### config.mk
export PLATFORM = sky130hd
export DESIGN_NAME = awp_seq
export DESIGN_NICKNAME = d
export VERILOG_FILES = /design/src/rtl/awp_pkg.sv /design/src/rtl/awp_tick_cnt.sv /design/src/rtl/awp_seq.sv
export SDC_FILE = /design/constraint.sdc
export NUM_CORES = 1
export LEC_CHECK = 0
export CAP_MARGIN = 10
export CORE_MARGIN = 1.5
export CORE_UTILIZATION = 35
export CTS_BUF_LIST = sky130_fd_sc_hd__clkbuf_4 sky130_fd_sc_hd__clkbuf_8
export DETAILED_ROUTE_END_ITERATION = 10
export SYNTH_ARGS = -nofsm -noshare
export SYNTH_HDL_FRONTEND = slang
export SYNTH_HIERARCHICAL = 1
export SYNTH_SLANG_ARGS = --single-unit
### constraint.sdc
create_clock -name __clk -period 3.9 [get_ports __clk]
set_clock_uncertainty 0.1 [all_clocks]
set_input_delay 0.39 -clock __clk [delete_from_list [all_inputs] [get_ports __clk]]
set_output_delay 0.39 -clock __clk [all_outputs]
set_load 0.05 [all_outputs]
### src/rtl/awp_pkg.sv
// awp_pkg: shared definitions for the AWP operand/result sequencer.
//   awp_state_e        sequencer state encoding
//   OK_TIMEOUT_DEFAULT default ticks allowed between a read request and ok$
//   STROB_DEFAULT      default width in ticks of every load/write strobe
//   op_count()         operand words fetched for an instruction
//   res_count()        result registers written for an instruction
package awp_pkg;

    typedef enum logic [2:0] {
        ST_IDLE  = 3'd0,
        ST_FETCH = 3'd1,
        ST_LOAD  = 3'd2,
        ST_EXEC  = 3'd3,
        ST_STORE = 3'd4,
        ST_DONE  = 3'd5
    } awp_state_e;

    localparam logic [7:0] OK_TIMEOUT_DEFAULT = 8'd64;
    localparam logic [2:0] STROB_DEFAULT      = 3'd3;

    // ir[2] is the most significant opcode bit (instruction bit 7).
    // Normalize has no memory operand.
    function automatic logic [1:0] op_count(input logic [2:0] ir, input logic nrf);
        logic [1:0] n;
        case (ir)
            3'b000, 3'b001: n = 2'd2;
            3'b010, 3'b011: n = 2'd1;
            default:        n = 2'd3;
        endcase
        if (nrf) n = 2'd0;
        return n;
    endfunction

    function automatic logic [1:0] res_count(input logic [2:0] ir, input logic nrf);
        logic [1:0] r;
        case (ir)
            3'b000, 3'b001, 3'b010, 3'b011: r = 2'd2;
            default:                        r = 2'd3;
        endcase
        if (nrf) r = 2'd3;
        return r;
    endfunction

endpackage

### src/rtl/awp_tick_cnt.sv
// awp_tick_cnt: loadable saturating down-counter used to time strobes and
// the ok$ timeout.
//   clk, rst_n : clock, asynchronous active-low reset
//   load       : load load_val (takes priority over en)
//   en         : count down by one; holds at zero, never wraps
//   load_val   : value to load
//   cnt        : current count
//   last       : high on the final tick of a loaded interval (cnt <= 1)
module awp_tick_cnt #(
    parameter int W = 8
) (
    input  logic         clk,
    input  logic         rst_n,
    input  logic         load,
    input  logic         en,
    input  logic [W-1:0] load_val,
    output logic [W-1:0] cnt,
    output logic         last
);

    always_ff @(posedge clk or negedge rst_n) begin
        if (!rst_n) begin
            cnt <= '0;
        end else if (load) begin
            cnt <= load_val;
        end else if (en && (cnt != '0)) begin
            cnt <= cnt - 1'b1;
        end
    end

    // Counting a loaded value V down to 1 spans exactly V ticks; a zero
    // load is treated as a one-tick interval.
    assign last = (cnt <= W'(1));

endmodule

### src/rtl/awp_seq.sv
// awp_seq: sequencer that fetches the operand words of an instruction from
// memory, starts the datapath, then writes the result registers.
//   __clk, rst_          : clock, asynchronous active-low reset
//   efp_                 : active-low start, sampled in IDLE only
//   ir[2:0], nrf         : opcode (ir[2] = instruction bit 7), normalize flag
//   ok$                  : memory acknowledge for the pending read
//   fp_done, fp_fault    : datapath completion and fault status
//   rd                   : memory read request
//   ldw[2:0]             : one-hot load strobe, ldw[k] loads operand word k
//   fp_go                : one-tick datapath start
//   wr_r, lpa, lpb       : register write strobe, {lpa,lpb} selects r1..r3
//   busy, alarm, ekc_    : not idle, ok$ timeout pulse, completion (active low)
//   dbg_state            : current sequencer state
//
// Read handshake: rd is a request held high for the whole FETCH state; the
// tick on which ok$ is sampled high while rd is high completes the read.
// ok$ on any tick with rd low carries no meaning and is ignored.
module awp_seq
    import awp_pkg::*;
#(
    parameter logic [7:0] OK_TIMEOUT_TICKS = OK_TIMEOUT_DEFAULT,
    parameter logic [2:0] STROB_TICKS      = STROB_DEFAULT
) (
    input  logic       __clk,
    input  logic       rst_,
    input  logic       efp_,
    input  logic [2:0] ir,
    input  logic       nrf,
    input  logic       ok$,
    input  logic       fp_done,
    input  logic       fp_fault,
    output logic       rd,
    output logic [2:0] ldw,
    output logic       fp_go,
    output logic       wr_r,
    output logic       lpa,
    output logic       lpb,
    output logic       busy,
    output logic       alarm,
    output logic       ekc_,
    output logic [2:0] dbg_state
);

    awp_state_e state, state_nxt;
    logic [1:0] k, k_nxt;          // operand word index
    logic [1:0] lp, lp_nxt;        // result register index
    logic [1:0] n_ops, n_nxt;      // operand words for this instruction
    logic [1:0] r_res, r_nxt;      // result registers for this instruction
    logic [1:0] n_dec, r_dec;
    logic [1:0] k_inc;
    logic       cnt_load, cnt_en, cnt_last;
    logic [7:0] cnt_val, cnt;
    logic [7:0] stb_ticks;

    assign n_dec     = op_count(ir, nrf);
    assign r_dec     = res_count(ir, nrf);
    assign k_inc     = k + 2'd1;
    assign stb_ticks = {5'd0, STROB_TICKS};

    awp_tick_cnt #(.W(8)) u_tick (
        .clk      (__clk),
        .rst_n    (rst_),
        .load     (cnt_load),
        .en       (cnt_en),
        .load_val (cnt_val),
        .cnt      (cnt),
        .last     (cnt_last)
    );

    always_ff @(posedge __clk or negedge rst_) begin
        if (!rst_) begin
            state <= ST_IDLE;
            k     <= 2'd0;
            lp    <= 2'd0;
            n_ops <= 2'd0;
            r_res <= 2'd0;
        end else begin
            state <= state_nxt;
            k     <= k_nxt;
            lp    <= lp_nxt;
            n_ops <= n_nxt;
            r_res <= r_nxt;
        end
    end

    always_comb begin
        state_nxt = state;
        k_nxt     = k;
        lp_nxt    = lp;
        n_nxt     = n_ops;
        r_nxt     = r_res;
        cnt_load  = 1'b0;
        cnt_en    = 1'b0;
        cnt_val   = OK_TIMEOUT_TICKS;
        rd        = 1'b0;
        ldw       = 3'b000;
        fp_go     = 1'b0;
        wr_r      = 1'b0;
        alarm     = 1'b0;
        ekc_      = 1'b1;
        case (state)
            ST_IDLE: begin
                if (!efp_) begin
                    n_nxt    = n_dec;
                    r_nxt    = r_dec;
                    k_nxt    = 2'd0;
                    cnt_load = 1'b1;
                    if (n_dec != 2'd0) begin
                        state_nxt = ST_FETCH;
                        cnt_val   = OK_TIMEOUT_TICKS;
                    end else begin
                        // A count of 1 in EXEC marks its first tick for fp_go.
                        state_nxt = ST_EXEC;
                        cnt_val   = 8'd1;
                    end
                end
            end
            ST_FETCH: begin
                rd     = 1'b1;
                cnt_en = 1'b1;
                // ok$ is checked before expiry so a coincident ok$ wins.
                if (ok$) begin
                    state_nxt = ST_LOAD;
                    cnt_load  = 1'b1;
                    cnt_val   = stb_ticks;
                end else if (cnt_last) begin
                    alarm     = 1'b1;
                    state_nxt = ST_DONE;
                end
            end
            ST_LOAD: begin
                ldw    = 3'b001 << k;
                cnt_en = 1'b1;
                if (cnt_last) begin
                    k_nxt    = k_inc;
                    cnt_load = 1'b1;
                    if (k_inc < n_ops) begin
                        state_nxt = ST_FETCH;
                        cnt_val   = OK_TIMEOUT_TICKS;
                    end else begin
                        state_nxt = ST_EXEC;
                        cnt_val   = 8'd1;
                    end
                end
            end
            ST_EXEC: begin
                cnt_en = 1'b1;
                fp_go  = (cnt != 8'd0);
                if (fp_done) begin
                    if (fp_fault) begin
                        state_nxt = ST_DONE;
                    end else begin
                        state_nxt = ST_STORE;
                        lp_nxt    = 2'd1;
                        cnt_load  = 1'b1;
                        cnt_val   = stb_ticks;
                    end
                end
            end
            ST_STORE: begin
                wr_r   = 1'b1;
                cnt_en = 1'b1;
                if (cnt_last) begin
                    if (lp == r_res) begin
                        state_nxt = ST_DONE;
                    end else begin
                        lp_nxt   = lp + 2'd1;
                        cnt_load = 1'b1;
                        cnt_val  = stb_ticks;
                    end
                end
            end
            ST_DONE: begin
                ekc_      = 1'b0;
                lp_nxt    = 2'd0;
                state_nxt = ST_IDLE;
            end
            default: begin
                state_nxt = ST_IDLE;
            end
        endcase
    end

    assign {lpa, lpb} = lp;
    assign busy       = (state != ST_IDLE);
    assign dbg_state  = state;

endmodule

==> results of run 1 <==
[path summary, 6_finish.rpt]
path,startpoint,cells after the start,slack [ns],end
max,u_tick/cnt[3],8,0.48,u_tick/cnt[4]
min,n_ops[0],2,0.40,n_ops[0]
max reg2reg,u_tick/cnt[3],8,0.48,u_tick/cnt[4]
min reg2reg,n_ops[0],2,0.40,n_ops[0]
max in group asynchronous,rst_,1,2.60,u_tick/cnt[1]
min in group asynchronous,rst_,1,0.54,n_ops[1]
[Yosys cell counts (3+ instances only)]
master    number  area (µm²)
nor2b_1        5        31.3
nand3_1        4        20.0
nand2b_1       6        37.5
nand2_1       13        48.8
o31ai_1        5        37.5
clkbuf_1       6        22.5
o21ai_0        9        45.0
nor4_1         3        18.8
a21oi_1        4        20.0
ha_1           7        87.6
inv_1         11        41.3
nor3b_1        4        30.0
nor2_1        10        37.5
o211ai_1       4        30.0
or4_1          4        30.0
and2_1         4        25.0
o311ai_0       3        26.3
dfrtp_1       19         475
[flip-flops by register name, indices dropped and copies added, names as in the netlist]
name,cells
lp,2
u_tick/cnt,8
n_ops,2
dbg_state,3
k,2
r_res,2
[where the power goes]
| part | switching, mW | internal, mW | leakage [nW] | total, mW |
|---|---|---|---|---|
| Sequential | 0.146 | 0.280 | 0.230 | 0.425 |
| Combinational | 0.521 | 0.342 | 0.430 | 0.863 |
| Clock | 0.0735 | 0.0712 | 0.0255 | 0.145 |
[routing by layer]
layer  share of wire, %  vias to the layer above  wire length, µm  global-route usage [%]
li1                   -                      649                -                       -
met3                4.3                        4              155                    4.73
met5                  0                        -                0                       0
met1                 46                      648             1660                    21.9
met2                 48                       31             1730                    30.1
met4                1.3                        0               45                    5.10
[layout by cell type (no fill, tap or decap), drive strengths merged, types with 4 or more instances in the layout]
cell	Yosys	layout
clkdlybuf4s50	0	21
dfrtp	19	19
nand2	13	13
inv	11	11
nor2	10	10
o21ai	10	10
ha	7	7
nand2b	6	6
nor2b	5	5
o31ai	5	5
conb	1	5
nor3b	4	4
or4	4	4
a21oi	4	4
o211ai	4	4
nand3	4	4
and2	4	4
[logic make-up after synthesis]
logic type	Yosys count
flops	19
simple gates	66
other cells	1
mux	3
xor+xnor	3
buf+inv	20
compound gates	46
fa+ha+maj	7
[cell type report]
class	instances	area, µm²	share of cell area, %
Multi-Input combinational cell	130	886	51.0
Sequential cell	19	475	27.4
Timing Repair Buffer	23	225	13.0
Tap cell	50	62.6	3.60
Clock buffer	3	41.3	2.38
Inverter	11	41.3	2.38
Clock inverter	1	5.00	0.288
[worst max-delay path, cell delays in order, from the launching register on]
cell and delay, ns:
dfrtp_1 0.45, or4_1 0.72, nor4_1 0.25, buf_4 0.21, o21ai_1 0.16, o21ai_0 0.25
nand2b_1 0.53, inv_1 0.26, a311o_1 0.36
[stage by stage]
| step | power (mW) | hold slack [ns] | utilization, % |
|---|---|---|---|
| after CTS | 1.43 | 0.408 | 44.0 |
| final | 1.43 | 0.399 | 44.0 |
| after global placement | 1.26 | 0.368 | 42.9 |
| after floorplan | 1.05 | -0.00559 | - |
| after detailed placement | 1.28 | 0.388 | 42.9 |
| after global routing | 1.55 | 0.431 | 44.0 |
==> results by stage, run 1 <==
GRT:
- The aggregate global routing overflow is 0.
- The initial antenna violation count is 0.
- The first global-routing pass estimated 6060 µm of wire.
- The via count of the first global-routing pass is between 1000 and 1500.
- For this run, the total global-route usage over all layers was measured as 17.7%.
- Entering global routing, the biggest net connects 20 pins.

Worst setup path:
- The data arrival time at the worst-slack endpoint is roughly 3.5 ns.
- The critical path capture point type is a register.
- The worst path required time is roughly 4.0 ns.
- The worst setup path is launched from a register.
- The critical path in this run is classified as reg -> reg.
- Of all nets on the critical path, the largest fanout is 17.

Placed design:
- Once placement finished, the instance area stood at about 1700 µm².
- Before CTS, the worst setup slack after placement is 0.500 ns.
- The placed cell count is about 230.
- Routability-driven placement finished with a final weighted congestion of 0.839.
- In this run the tool buffered the top-level ports with 22 buffer cells.
- The detailed-placement wirelength estimate is 2580 µm.

Flow run:
- The count of max-cap constraint violations is 0.

Timing:
- The post-route setup TNS is 0 ns.
- For this run, the top clock speed supported by timing is 293 MHz.
- For the finished layout, the period the worst path requires is ~3.4 ns.
- The worst max-slew margin expressed relative to the limit is approximately two fifths.
- The share of the clock period used by the worst path is between 80% and 90%.
- For the pin with the worst max-slew slack, the measured transition is 0.915 ns.
- The final setup violation count is 0.
- The number of max-slew violations in the final report is 0.
- The final count of hold timing violations is 0.
- Setup repair after global routing left no endpoint under its margin.
- Across all setup checks in the final design, the least slack found is about 0.48 ns.

Logic synthesis:
- The warning count from the yosys run is 6.
- After Yosys synthesis, and, or, nand and nor cells account for a little over a quarter of the synthesized area.
- Yosys mapped the design onto 54 distinct sky130hd cell types.
- The xor/xnor share of the synthesized area is roughly 1.8%.
- For this run, the register share of the synthesized area comes to between 30 and 40%.
- The number of standard cells after synthesis is 165.
- The synthesized netlist devotes 23.6% of its cell area to compound gates.
- The most used flip-flop cell after synthesis is dfrtp_1.
- The combinational family with the most area after synthesis is simple AND/OR/NAND/NOR gates.
- The synthesized-area fraction occupied by adder cells is between 6 and 7%.
- The mean post-synth cell area is between 8 and 9 µm².
- The synthesized cell area is between 1000 and 1500 µm².
- The post-synthesis mux area share is about 3.1%.
- Yosys mapped a number of flops with a built-in enable equal to 0.
- The share of synthesized flip-flops with an asynchronous set or reset is 100%.
- Counting flops and latches in the post-synthesis netlist gives 19.

CTS:
- Clock-pin slew was measured on the worst setup and hold paths at approximately 0.08 ns.
- In this run, CTS created clock tree buffers numbering 3.
- The number of buffers on the longest clock path is 2.
- Hold repair after CTS inserted 0 buffers.
- Post-CTS repair changed the size of 0 cells.
- The total setup buffers inserted after CTS is 0.
- The tree is rooted in a clkbuf_8.
- The clock tree from TritonCTS is yes.
- In this run the number of H-tree levels came out at 1.
- The clock drives 19 sinks.
- The worst-skew pair later-pin latency is 0.26 ns.

Route:
- The final layout contains routed wiring with a total length of 3600 µm.
- The detailed router's first-iteration violation count is 88.
- Dividing the detail-routed via count by the number of cells gives 5.62.
- In the routed design, unresolved DRC markers number 0.
- Dividing the detail-routed wire length by the instance count gives 15.2 µm.
- Once detail routing completed, the nets flagged for antenna violations numbered 0.
- Before antenna repair, the detailed router went through 4 iterations.
- The detailed router placed 1332 vias in this run.

Pwr:
- The worst supply voltage drop on vdd is roughly 0.00034 V.
- The leakage power is 0.685 nW.
- The total power density per cell area is 825 nW/µm².

Floorplan:
- The die is 66.8 µm tall.
- The initial core utilization is 36.1%.
- After floorplanning, the core was sized to cover roughly 3900 µm².
- The die outline width is 66.8 µm.
- The total I/O pin count is 24.
- The row count is 23.
- The overall die area is approximately 4500 µm².

Finish:
- The area of all placed cells without fillers is 1740 µm².
- The repair_antennas step left the layout with diodes totalling 0.
- Counting the fill cells in the layout gives approximately 380.
- The count of placed standard cells in the final layout, fillers left out is 237.
- Compared with the post-synthesis result, the final layout area differs by 22.0%.
- The post-route netlist has under 10% of its cells at a drive strength greater than 1.
- The number of nets in the finished design is approximately 210.

Status:
- The run finished with clean final reports.

Worst hold path:
- The class of the worst hold path is reg -> reg.
Power figures use the tool's default switching activity.
==> inputs of run 2 (changes only) <==
Settings changed: CAP_MARGIN 10 to unset, CORE_UTILIZATION 35 to 50, PLACE_DENSITY set to 0.76.
==> results by stage, run 2 (synthesis results as in run 1) <==
Status:
- The run finished with clean final reports.

GRT:
- The aggregate global-route resource usage is 22.3% (+4.6 points).
- The aggregate global routing overflow is 0 (unchanged).
- The initial antenna violation count was 0 (unchanged).
- The via count of the first global-routing pass is 1301 (+1.4%).
- The wire length of the first global-routing pass came to 5730 µm (-5.5%).
- The pin count of the biggest net entering global routing is 20 (unchanged).

Floorplan:
- The vertical die dimension is 56.4 µm (-16%).
- The row count is 19 (-17%).
- The total I/O pin count is 24 (unchanged).
- The die outline width is 56.4 µm (-16%).
- The overall die area came to 3180 µm² (-29%).
- The core outline area came to 2730 µm² (-31%).
- The initial core utilization was 52.1% (+16 points).

Placed design:
- The worst slack after detailed placement was 0.716 ns (+0.216 ns).
- The final estimated routing congestion in global placement is 0.824 (-1.7%).
- The placed cell count was 215 (-7.7%).
- The port buffer count is 22 (unchanged).
- The area of placed instances was 1680 µm² (-0.81%).
- The detailed-placement wirelength estimate is 2460 µm (-5.0%).

CTS:
- The number of hold buffers added after CTS came to 0 (unchanged).
- The number of clock sinks seen by CTS was 19 (unchanged).
- The clock slew seen by the registers of the worst setup and hold paths came to 0.12 ns (+0.04 ns).
- The number of buffers on the longest clock path is 2 (unchanged).
- The worst-skew pair later-pin latency is 0.31 ns (+0.05 ns).
- The total clock buffers created by CTS came to 3 (unchanged).
- The root buffer selected by CTS is clkbuf_4.
- The total setup buffers inserted after CTS is 0 (unchanged).
- The clock tree from TritonCTS is yes.
- The post-cts sizing count is 0 (unchanged).
- The H-tree depth came to 1 (unchanged).

Timing:
- The post-layout worst setup margin came to 0.339 ns (-0.143 ns).
- The worst max-slew margin expressed relative to the limit came to 39.7% (+0.91 points).
- Setup repair after global routing left no endpoint under its margin.
- The maximum operating frequency was 281 MHz (-4.0%).
- The post-route setup TNS is 0 ns (unchanged).
- The final count of hold timing violations is 0 (unchanged).
- The slew at the pin closest to its max-slew limit is 0.901 ns (-0.0136 ns).
- The final setup violation count came to 0 (unchanged).
- The clock period minus final worst setup slack is 3.56 ns (+0.143 ns).
- The share of the clock period used by the worst path is 91.3% (+3.7 points).
- The number of max-slew violations in the final report came to 0 (unchanged).

Pwr:
- The leakage power is 0.681 nW (-0.59%).
- The worst supply voltage drop on vdd is 0.000556 V (+65%).
- The overall power of the completed layout is 1.40 mW (-2.3%).
- The total power density per cell area came to 821 nW/µm² (-0.55%).

Route:
- The number of detailed-routing iterations run before antenna repair came to 4 (unchanged).
- The via count is 1355 (+1.7%).
- The wire length per cell after detailed routing came to 15.2 µm (about the same).
- The wire length reported by the detailed router came to 3320 µm (-7.6%).
- The via count normalized by instance count is 6.19 (+10%).
- The remaining routing DRC violations is 0 (unchanged).
- The detailed router's first-iteration violation count is 71 (-19%).
- The number of routed nets with antenna violations was 0 (unchanged).

Worst hold path:
- The worst hold path belongs to the class reg -> reg.

Finish:
- The flip-flop count of the largest register, all copies and words added is 8 (unchanged).
- The most common library cell in the layout ignoring fill and taps is clkdlybuf4s50_1.
- The count of fill cells added during filler insertion is 240 (-37%).
- The share of cells above drive strength 1 is 5.85% (-0.031 points).
- The register with the most flip-flops is u_tick/cnt.
- The total inserted antenna cells was 0 (unchanged).
- The count of placed standard cells in the final layout, fillers left out was 219 (-7.6%).
- The area of all placed cells without fillers was 1710 µm² (-1.7%).
- The growth of design area from synthesis to finish is 19.9%.
- The number of nets in the finished design is 206 (+0.49%).
- In the layout the commonest cells are 22 x clkdlybuf4s50_1, 19 x dfrtp_1, 13 x nand2_1.

Worst setup path:
- The worst setup path is of the reg -> out kind.
- The critical path capture point type is a primary output.
- The maximum fanout encountered on the critical timing path was 9 (-8).
- The data arrival time at the worst-slack endpoint is 3.07 ns (-0.40 ns).
- The launching element type of the critical path is a register.
- The worst path required time is 3.41 ns (-0.54 ns).

Flow run:
- The count of max-cap constraint violations is 0 (unchanged).
## run 2: path summary, 6_finish.rpt
kind | startpoint | end | slack (ns) | cells after the start
worst max-delay path | u_tick/cnt[3] | alarm | 0.34 | 5
worst min-delay path | n_ops[0] | n_ops[0] | 0.40 | 2
worst max register to register | u_tick/cnt[3] | u_tick/cnt[0] | 0.67 | 10
worst min register to register | n_ops[0] | n_ops[0] | 0.40 | 2
max in group asynchronous | rst_ | u_tick/cnt[6] | 2.67 | 1
min in group asynchronous | rst_ | u_tick/cnt[3] | 0.48 | 1
## run 2: metrics by stage
step / hold WS [ns] / utilization, %
floorplan: -0.00559 / -
global placement: 0.365 / 61.3
detailed placement: 0.373 / 61.3
CTS: 0.406 / 62.4
global route: 0.444 / 62.4
finish: 0.400 / 62.4
## run 2: per-layer routing
| metal | global-route usage, % | up-vias | share of wire [%] |
|---|---|---|---|
| met4 | 7.82 | 0 | 1.4 |
| met5 | 0 | - | 0 |
| li1 | - | 650 | - |
| met1 | 27.2 | 659 | 44 |
| met3 | 3.23 | 5 | 4.7 |
| met2 | 40.0 | 41 | 50 |
## run 2: worst max-delay path: stages, from the launching register on
cell	delay, ns
dfrtp_1	0.46
or4_1	0.71
nor4_1	0.23
buf_4	0.20
nor4b_1	0.28
clkdlybuf4s50_1	0.87
## run 2: final cells by class
type | instances | area (µm²) | share of cell area (%)
inverters | 11 | 41.3 | 2.42
flip-flops and latches | 19 | 475 | 27.9
repair buffers | 24 | 235 | 13.8
multi-input cells | 130 | 886 | 51.9
well taps | 31 | 38.8 | 2.27
clock buffers | 4 | 30.0 | 1.76
## run 2: where the power goes
part	total [mW]	switching, mW	internal [mW]
sequential	0.424	0.144	0.279
combinational	0.864	0.516	0.348
clock	0.113	0.0657	0.0469
